==> src/rtl/tap_scan_sequencer.sv <==
// tap_scan_sequencer: command-driven TMS/TDI master for a 16-state TAP, with TDO capture and a TAP state mirror
// Ports:
//   clk, TRST                       clock (acts as TCK) and synchronous active-high reset
//   cmd_valid/cmd_ready             command handshake; ready only while the TAP sits in Run_Test_Idle
//   cmd_op, cmd_len, cmd_data       00 RESET, 01 IR scan, 10 DR scan, 11 RUNTEST; length; TDI bits LSB first
//   rsp_valid, rsp_data             one-cycle completion pulse of a scan and the captured TDO bits
//   busy                            inverse of cmd_ready
//   TMS, TDI, TDO                   TAP pins; TDO is sampled on the edges ending shift cycles
//   tap_state                       predicted TAP state, same encoding as the TAP's state_obs
module tap_scan_sequencer #(
    parameter int IR_LEN  = 4,
    parameter int DR_MAX  = 32,
    parameter int RST_CYC = 5
) (
    input  logic                    clk,
    input  logic                    TRST,
    input  logic                    cmd_valid,
    output logic                    cmd_ready,
    input  logic [1:0]              cmd_op,
    input  logic [$clog2(DR_MAX):0] cmd_len,
    input  logic [DR_MAX-1:0]       cmd_data,
    output logic                    rsp_valid,
    output logic [DR_MAX-1:0]       rsp_data,
    output logic                    busy,
    output logic                    TMS,
    output logic                    TDI,
    input  logic                    TDO,
    output logic [3:0]              tap_state
);
    localparam int IW = $clog2(DR_MAX);
    localparam int LW = IW + 1;
    localparam logic [1:0] OP_RESET = 2'b00;
    localparam logic [1:0] OP_IR    = 2'b01;
    localparam logic [1:0] OP_DR    = 2'b10;
    localparam logic [1:0] OP_RUN   = 2'b11;

    // Each state names the role of the cycle whose TMS/TDI it produces.
    typedef enum logic [3:0] {
        S_RST, S_RST0, S_IDLE, S_RUN, S_SEL_DR, S_SEL_IR,
        S_CAP, S_SH0, S_SHIFT, S_EXIT, S_UPD
    } state_t;

    state_t            state, state_n;
    logic [LW-1:0]     cnt, cnt_n, n_q, n_acc;
    logic [DR_MAX-1:0] data_q;
    logic              ir_q, accept, tms_n, tdi_n;

    function automatic logic [3:0] tap_next(input logic [3:0] s, input logic t);
        case (s)
            4'h0: tap_next = t ? 4'h0 : 4'h1;
            4'h1: tap_next = t ? 4'h2 : 4'h1;
            4'h2: tap_next = t ? 4'h9 : 4'h3;
            4'h3: tap_next = t ? 4'h5 : 4'h4;
            4'h4: tap_next = t ? 4'h5 : 4'h4;
            4'h5: tap_next = t ? 4'h8 : 4'h6;
            4'h6: tap_next = t ? 4'h7 : 4'h6;
            4'h7: tap_next = t ? 4'h8 : 4'h4;
            4'h8: tap_next = t ? 4'h2 : 4'h1;
            4'h9: tap_next = t ? 4'h0 : 4'hA;
            4'hA: tap_next = t ? 4'hC : 4'hB;
            4'hB: tap_next = t ? 4'hC : 4'hB;
            4'hC: tap_next = t ? 4'hF : 4'hD;
            4'hD: tap_next = t ? 4'hE : 4'hD;
            4'hE: tap_next = t ? 4'hF : 4'hB;
            4'hF: tap_next = t ? 4'h2 : 4'h1;
        endcase
    endfunction

    // IR scans are fixed length, DR lengths are clamped to 1..DR_MAX, RUNTEST takes cmd_len as is.
    assign n_acc = cmd_op == OP_IR  ? LW'(IR_LEN) :
                   cmd_op == OP_RUN ? cmd_len :
                   cmd_len == '0    ? LW'(1) :
                   cmd_len > LW'(DR_MAX) ? LW'(DR_MAX) : cmd_len;

    always_comb begin
        accept  = cmd_valid && cmd_ready;
        state_n = state;
        case (state)
            S_RST:    state_n = cnt == LW'(RST_CYC - 1) ? S_RST0 : S_RST;
            S_RST0:   state_n = S_IDLE;
            S_IDLE:   state_n = !accept ? S_IDLE :
                                cmd_op == OP_RESET ? S_RST :
                                cmd_op == OP_RUN ? (cmd_len == '0 ? S_IDLE : S_RUN) : S_SEL_DR;
            S_RUN:    state_n = cnt == n_q - 1'b1 ? S_IDLE : S_RUN;
            S_SEL_DR: state_n = ir_q ? S_SEL_IR : S_CAP;
            S_SEL_IR: state_n = S_CAP;
            S_CAP:    state_n = S_SH0;
            S_SH0:    state_n = S_SHIFT;
            S_SHIFT:  state_n = cnt == n_q - 1'b1 ? S_EXIT : S_SHIFT;
            S_EXIT:   state_n = S_UPD;
            S_UPD:    state_n = S_IDLE;
            default:  state_n = S_RST;
        endcase
        // cnt counts cycles spent in the current state; it restarts on every state change.
        cnt_n = state_n == state ? cnt + 1'b1 : '0;
        tms_n = state_n inside {S_RST, S_SEL_DR, S_SEL_IR, S_EXIT} ||
                (state_n == S_SHIFT && cnt_n == n_q - 1'b1);
        tdi_n = state_n == S_SHIFT && data_q[cnt_n[IW-1:0]];
    end

    always_ff @(posedge clk) begin
        if (TRST) begin
            state     <= S_RST;
            cnt       <= '0;
            TMS       <= 1'b1;
            TDI       <= 1'b0;
            cmd_ready <= 1'b0;
            busy      <= 1'b1;
            rsp_valid <= 1'b0;
            rsp_data  <= '0;
            tap_state <= 4'h0;
        end else begin
            state     <= state_n;
            cnt       <= cnt_n;
            TMS       <= tms_n;
            TDI       <= tdi_n;
            cmd_ready <= state_n == S_IDLE;
            busy      <= state_n != S_IDLE;
            rsp_valid <= state == S_UPD;
            // The mirror follows the TMS value the TAP consumes at this edge.
            tap_state <= tap_next(tap_state, TMS);
            if (accept && (cmd_op == OP_IR || cmd_op == OP_DR))
                rsp_data <= '0;
            else if (state == S_SHIFT)
                rsp_data[cnt[IW-1:0]] <= TDO;
        end
    end

    always_ff @(posedge clk) begin
        if (accept) begin
            ir_q   <= cmd_op == OP_IR;
            n_q    <= n_acc;
            data_q <= cmd_data;
        end
    end
endmodule

==> config.mk <==
export PLATFORM = sky130hd
export DESIGN_NAME = tap_scan_sequencer
export DESIGN_NICKNAME = d
export VERILOG_FILES = /design/src/rtl/tap_scan_sequencer.sv
export SDC_FILE = /design/constraint.sdc
export NUM_CORES = 1
export LEC_CHECK = 0
export ABC_AREA = 1
export CORE_ASPECT_RATIO = 1.4
export CORE_UTILIZATION = 50
export DETAILED_ROUTE_END_ITERATION = 8
export HOLD_SLACK_MARGIN = 0.15
export PLACE_DENSITY = 0.79
export SYNTH_ARGS = -nofsm -noshare
export SYNTH_HDL_FRONTEND = slang
export SYNTH_SLANG_ARGS = --single-unit
==> constraint.sdc <==
create_clock -name clk -period 6.6 [get_ports clk]
set_clock_uncertainty 0.2 [all_clocks]
set_input_delay 1.32 -clock clk [delete_from_list [all_inputs] [get_ports clk]]
set_output_delay 1.32 -clock clk [all_outputs]
set_load 0.1 [all_outputs]
==> results of run 1 <==
## kinds of logic (layout without fill, tap and decap cells)
group                      after synthesis  after routing  synth area share, %
and+or+nand+nor                        286            286                 29.9
buffers and inverters                   86            171                 8.28
xor gates and xnor gates                 7              7                 1.52
AOI/OAI and AO/OA                       74             74                 9.56
DFF                                     90             90                 48.5
adders and majority gates                8              8                 2.22
## registers in the layout, indices dropped and copies added, names as in the netlist
| register | count |
|---|---|
| n_q | 6 |
| TDI | 1 |
| rsp_valid | 1 |
| cnt | 6 |
| TMS | 1 |
| data_q | 32 |
| ir_q | 1 |
| cmd_ready | 1 |
| tap_state | 4 |
| state | 4 |
| busy | 1 |
| rsp_data | 32 |
## routing by layer
layer / vias to the layer above / wire length (µm)
met5: - / 0
met4: 0 / 300
met3: 31 / 655
met2: 180 / 5760
met1: 1893 / 4110
li1: 2021 / -
## tightest hold or removal path, stage by stage (launching register included)
cell	delay [ps]
dfxtp_1	310
o21ai_0	60
a21oi_1	60
## placed cells by master, fill, tap and decap left out, types with 3 or more instances in the layout
| cell type | synthesis | routed |
|---|---|---|
| xor2_1 | 5 | 5 |
| edfxtp_1 | 39 | 39 |
| ha_1 | 8 | 8 |
| nand2_2 | 9 | 9 |
| nand2_1 | 85 | 85 |
| nand3_2 | 3 | 3 |
| bufinv_16 | 0 | 4 |
| clkdlybuf4s50_1 | 0 | 84 |
| dfxtp_1 | 51 | 51 |
| nand4_1 | 10 | 10 |
| nand3_1 | 60 | 60 |
| inv_2 | 4 | 4 |
| a21oi_1 | 30 | 30 |
| nor2_1 | 62 | 62 |
| o21ai_0 | 26 | 26 |
| nor3_1 | 48 | 48 |
| a31oi_1 | 6 | 6 |
| inv_1 | 65 | 65 |
| clkbuf_16 | 0 | 9 |
## path summary, 6_finish.rpt
check	startpoint	endpoint	slack, ps	depth (start not counted)
hold reg to reg	rsp_data[12]$_SDFFE_PP0P_	rsp_data[12]$_SDFFE_PP0P_	280	2
setup / recovery	cmd_valid	TDI$_SDFF_PP0_	2470	16
setup reg to reg	cnt[0]$_SDFF_PP0_	TDI$_SDFF_PP0_	3080	14
hold / removal	rsp_data[12]$_SDFFE_PP0P_	rsp_data[12]$_SDFFE_PP0P_	280	2
## power by group
part	switching, mW	total (mW)	internal [mW]
clock network	0.213	0.622	0.410
logic	0.208	0.320	0.112
registers	0.0209	0.616	0.595
total	0.442	1.56	1.12
## per-stage QoR
| stage | total power, mW | cell area (µm²) | util [%] | hold slack, ps |
|---|---|---|---|---|
| after floorplan | 0.881 | 4520 | - | 312 |
| after global placement | 0.932 | 5390 | 62.2 | 260 |
| after detailed placement | 0.943 | 5390 | 62.2 | 273 |
| after CTS | 1.57 | 5750 | 66.5 | 281 |
| after global routing | 1.63 | 5750 | 66.5 | 293 |
| final | 1.56 | 5750 | 66.5 | 277 |
## layout make-up
cell class	count	area [µm²]	share of cell area, %
sequential	90	2190	38.1
tap	105	131	2.28
multi-input combinational	375	1950	33.9
inverter	70	268	4.65
timing repair buffer	85	848	14.7
clock buffer	10	229	3.98
clock inverter	6	136	2.37
==> results.ini, run 1 <==
[placement]
hpwl_um = 7770
placedCellCount = 725
port-buffer-count = 84
finalWeightedCongestion = 0.891
place_ws_ps = 2120

[critical_path]
crit_chain = clkdlybuf4s50_1 -> nand2_1 -> inv_1 -> buf_4 -> nand2_1 -> nor3_1 -> o21ai_0 -> o221ai_1 -> nor2_8 -> nand3_1 -> inv_1 -> nand3_1 -> nand3_1 -> nand3_1 -> a21oi_1 -> nor2_1
path_delay_family = simple AND/OR/NAND/NOR gates
crit_path_frequent_cell = nand3_1
critPathRequiredTime_ps = 6640
max_stage_delay_ps = 400
crit_slowest_cell = clkdlybuf4s50_1
cp_num_buf_inv = 4
crit_type = primary input to flop
worstSetupStartpointType = primary input
cp-end-kind = flop
critPathMaxFanout = 40
crit_arrival_ps = 4170

[clocking]
clk_path_buf_depth = 2
cts_tree = built
clk_latency_ps = 350
cts_resized = 0
cts_htree_levels = 3
clkSinkCount = 90
clk_pin_slew_worst_paths_ps = 70
cts_root_buf = clkbuf_16
numCtsBuffers = 9
postCtsSetupRepairBufs = 0
ctsHoldBuffers = 0

[grt]
grt_pass1_vias = 3941
use_met2_pct = 43.4
grt_usage_pct = 24.6
grt_pass1_wl_um = 17500
gr-total-overflow = 0
grtUsageMet1_pct = 27.6
grt_max_degree = 41
grt_antenna_before_repair = 0
grt_busiest_layer = met2
grt_use_met3_pct = 5.82

[synthesis]
netlist_instances = 551
yosysWarnings = 0
synthTopCellsByArea = edfxtp_1 26%, dfxtp_1 23%, nand2_1 7.1%, nand3_1 6.7%, inv_1 5.4%
syn_avg_cell_area_um2 = 8.20
synth_ff_type = dfxtp_1
syn_area_um2 = 4520
ys_types = 42
synth.cells.most_frequent = 85 x nand2_1, 65 x inv_1, 62 x nor2_1
ys_seq_area_share_pct = 48.5
synth-seq-cells = 90
synth_top_area_share_pct = 25.9
synth-edff-count = 39
synth_fp_nets = 603
synth.most_common_cell = nand2_1
synth_area_leader_cell = edfxtp_1
async_reset_ff_share_pct = 0

[floorplanning]
rows = 40
fp.dieW_um = 82.3
initial_core_util_pct = 52.2
core-area_um2 = 8660
die_area_um2 = 9420
dieHeight_um = 114
boundaryPins = 85

[timing]
rsz0062_at_grt = false
max-slew-margin-rel_pct = 24.7
hold_viol = 0
layout_setup_ws_ps = 2470
fin_crit_ps = 4130
finalSetupViolCount = 0
finalCritPeriodShare_pct = 62.6
tightestPinTransition_ps = 1130
tns_ps = 0
final_max_slew_viol_count = 0
fmax_mhz = 242

[worst_hold_path]
min_path_type = flop to flop

[route]
drt-total-wl_um = 10800
ant_nets = 0
drc = 0
dr.first_iter.drc_count = 334
vias = 4125
wl_per_cell_um = 14.6
drt-pass1-iter-count = 6
viasPerCell = 5.57

[final_layout]
stdcell_count = 741
area_growth_pct = 27.4
drive_above_1_share_pct = 6.76
nets = 683
antenna_cells = 0
fillers = 694

[run]
maxCapViolCount = 0

[power_and_ir_drop]
ir_worst_vdd_v = 0.000174
p_leak_nw = 2.30
power_density_nw_per_um2 = 271

[outcome]
status = complete, no violations

Power figures use the tool's default switching activity.
==> run 2, diff against run 1 <==
--- a/config.mk
+++ b/config.mk
@@ -7,10 +7,10 @@
 export LEC_CHECK = 0
 export ABC_AREA = 1
 export CORE_ASPECT_RATIO = 1.4
-export CORE_UTILIZATION = 50
+export CORE_UTILIZATION = 47
 export DETAILED_ROUTE_END_ITERATION = 8
 export HOLD_SLACK_MARGIN = 0.15
-export PLACE_DENSITY = 0.79
+export PLACE_DENSITY = 0.78
 export SYNTH_ARGS = -nofsm -noshare
 export SYNTH_HDL_FRONTEND = slang
 export SYNTH_SLANG_ARGS = --single-unit
==> constraint.sdc (replaced) <==
create_clock -name clk -period 3.4 [get_ports clk]
set_clock_uncertainty 0.2 [all_clocks]
set_input_delay 0.68 -clock clk [delete_from_list [all_inputs] [get_ports clk]]
set_output_delay 0.68 -clock clk [all_outputs]
set_load 0.1 [all_outputs]
==> run 2 against run 1 <==
The run now ends with DRC left. Non-clock buffer count increased by 17. Largest cell class unchanged. Utilization is 5.3 points lower. First-iteration DRC count down 20%. Total power rose by 90%. Global-route usage fell by 2.0 points. Count of clock-buffer cells in the layout decreased by 1. Sequential cell count is the same.
==> results.ini, run 2 (synthesized netlist as in run 1, its figures left out) <==
[timing]
tightestPinTransition_ps = 564
finalCritPeriodShare_pct = 91.2
final_max_slew_viol_count = 0
max-slew-margin-rel_pct = 62.1
rsz0062_at_grt = false
fin_crit_ps = 3100
finalSetupViolCount = 0
fmax_mhz = 322
hold_viol = 0
tns_ps = 0

[clocking]
cts_tree = built
clk_path_buf_depth = 2
ctsHoldBuffers = 0
cts_resized = 0
cts_htree_levels = 3
clkSinkCount = 90
numCtsBuffers = 9
cts_root_buf = clkbuf_16
clk_pin_slew_worst_paths_ps = 70
clk_latency_ps = 340
postCtsSetupRepairBufs = 0

[route]
drt-total-wl_um = 10800
vias = 4209
ant_nets = 0
wl_per_cell_um = 14.2
drc = 7
dr.first_iter.drc_count = 267
viasPerCell = 5.52
drt-pass1-iter-count = 7

[critical_path]
critPathMaxFanout = 18
cp-end-kind = flop
crit_start = cmd_op[0]
r2r_start = n_q[0]$_SDFFCE_PP0P_
crit_arrival_ps = 3140
critPathRequiredTime_ps = 3430
worstSetupStartpointType = primary input
crit_type = primary input to flop

[placement]
finalWeightedCongestion = 0.864
hpwl_um = 8070
postPlaceCellArea_um2 = 5420
placedCellCount = 747
port-buffer-count = 84

[final_layout]
drive_above_1_share_pct = 15.6
stdcell_count = 763
fillers = 809
largestRegisters = data_q: 32 flops, rsp_data: 32 flops
seqCellArea_um2 = 2190
antenna_cells = 0
nets = 700
fin_area_um2 = 5750
final_cell_mix = 85 x nand2_1, 64 x inv_1, 62 x nor2_1
multi_input_area_um2 = 1950
final_common_cell = nand2_1
area_growth_pct = 27.3

[outcome]
violations = DRC
status = complete, but fails checks

[grt]
grt_pass1_wl_um = 18100
grt_max_degree = 40
grt_usage_pct = 22.6
grt_pass1_vias = 4034
grt_antenna_before_repair = 0
gr-total-overflow = 0

[worst_hold_path]
min_path_type = flop to flop
holdCritStartpoint = rsp_data[19]$_SDFFE_PP0P_

[floorplanning]
dieHeight_um = 118
boundaryPins = 85
rows = 42
fp.dieW_um = 84.8
die_area_um2 = 10000
initial_core_util_pct = 48.0
core-area_um2 = 9410

[power_and_ir_drop]
p_leak_nw = 2.43
ir_worst_vdd_v = 0.000307
power_density_nw_per_um2 = 515
total_power_mw = 2.96

[run]
maxCapViolCount = 0

## run 2: per-layer routing
metal / wire length (µm) / vias up / GRT usage (%)
met4: 309 / 0 / 10.9
met3: 693 / 29 / 5.47
met5: 0 / - / 0
li1: - / 2061 / -
met2: 5600 / 179 / 38.8
met1: 4200 / 1940 / 26.2
## run 2: worst max-delay path: stages
cell and delay, ps:
clkdlybuf4s50_1 480, inv_1 50, ha_1 280, nand2_1 90, nor3_1 60, o21ai_0 140
o221ai_1 250, nor2_8 180, buf_4 130, nand3_4 180, nand2_1 130, nand2_1 60
nand3_1 90, nand3_1 100, a21oi_1 170, nor2_1 60
## run 2: worst paths after layout
check / depth (start not counted) / slack [ps] / to
worst max-delay path: 16 / 300 / TDI$_SDFF_PP0_
worst min-delay path: 2 / 280 / rsp_data[19]$_SDFFE_PP0P_
worst max register to register: 20 / 490 / TDI$_SDFF_PP0_
worst min register to register: 2 / 280 / rsp_data[19]$_SDFFE_PP0P_
## run 2: metrics by stage
step           utilization (%)  setup WS [ps]  hold WS, ps
2_1_floorplan                -           69.0          312
3_3_place_gp              57.7           45.1          260
3_5_place_dp              57.7          -62.8          271
4_1_cts                   61.1            298          280
5_1_grt                   61.1            105          284
6_report                  61.1            298          277
## run 2: cell type report
cell class	count	share of cell area [%]
flip-flops and latches	90	38.1
well taps	110	2.39
repair buffers	102	15.2
clock buffers	9	3.92
clock inverters	7	1.74
multi-input cells	375	33.9
inverters	70	4.72
## run 2: power by group
part / switching, mW / internal [mW]
sequential: 0.0333 / 1.16
clock: 0.419 / 0.650
combinational: 0.423 / 0.281
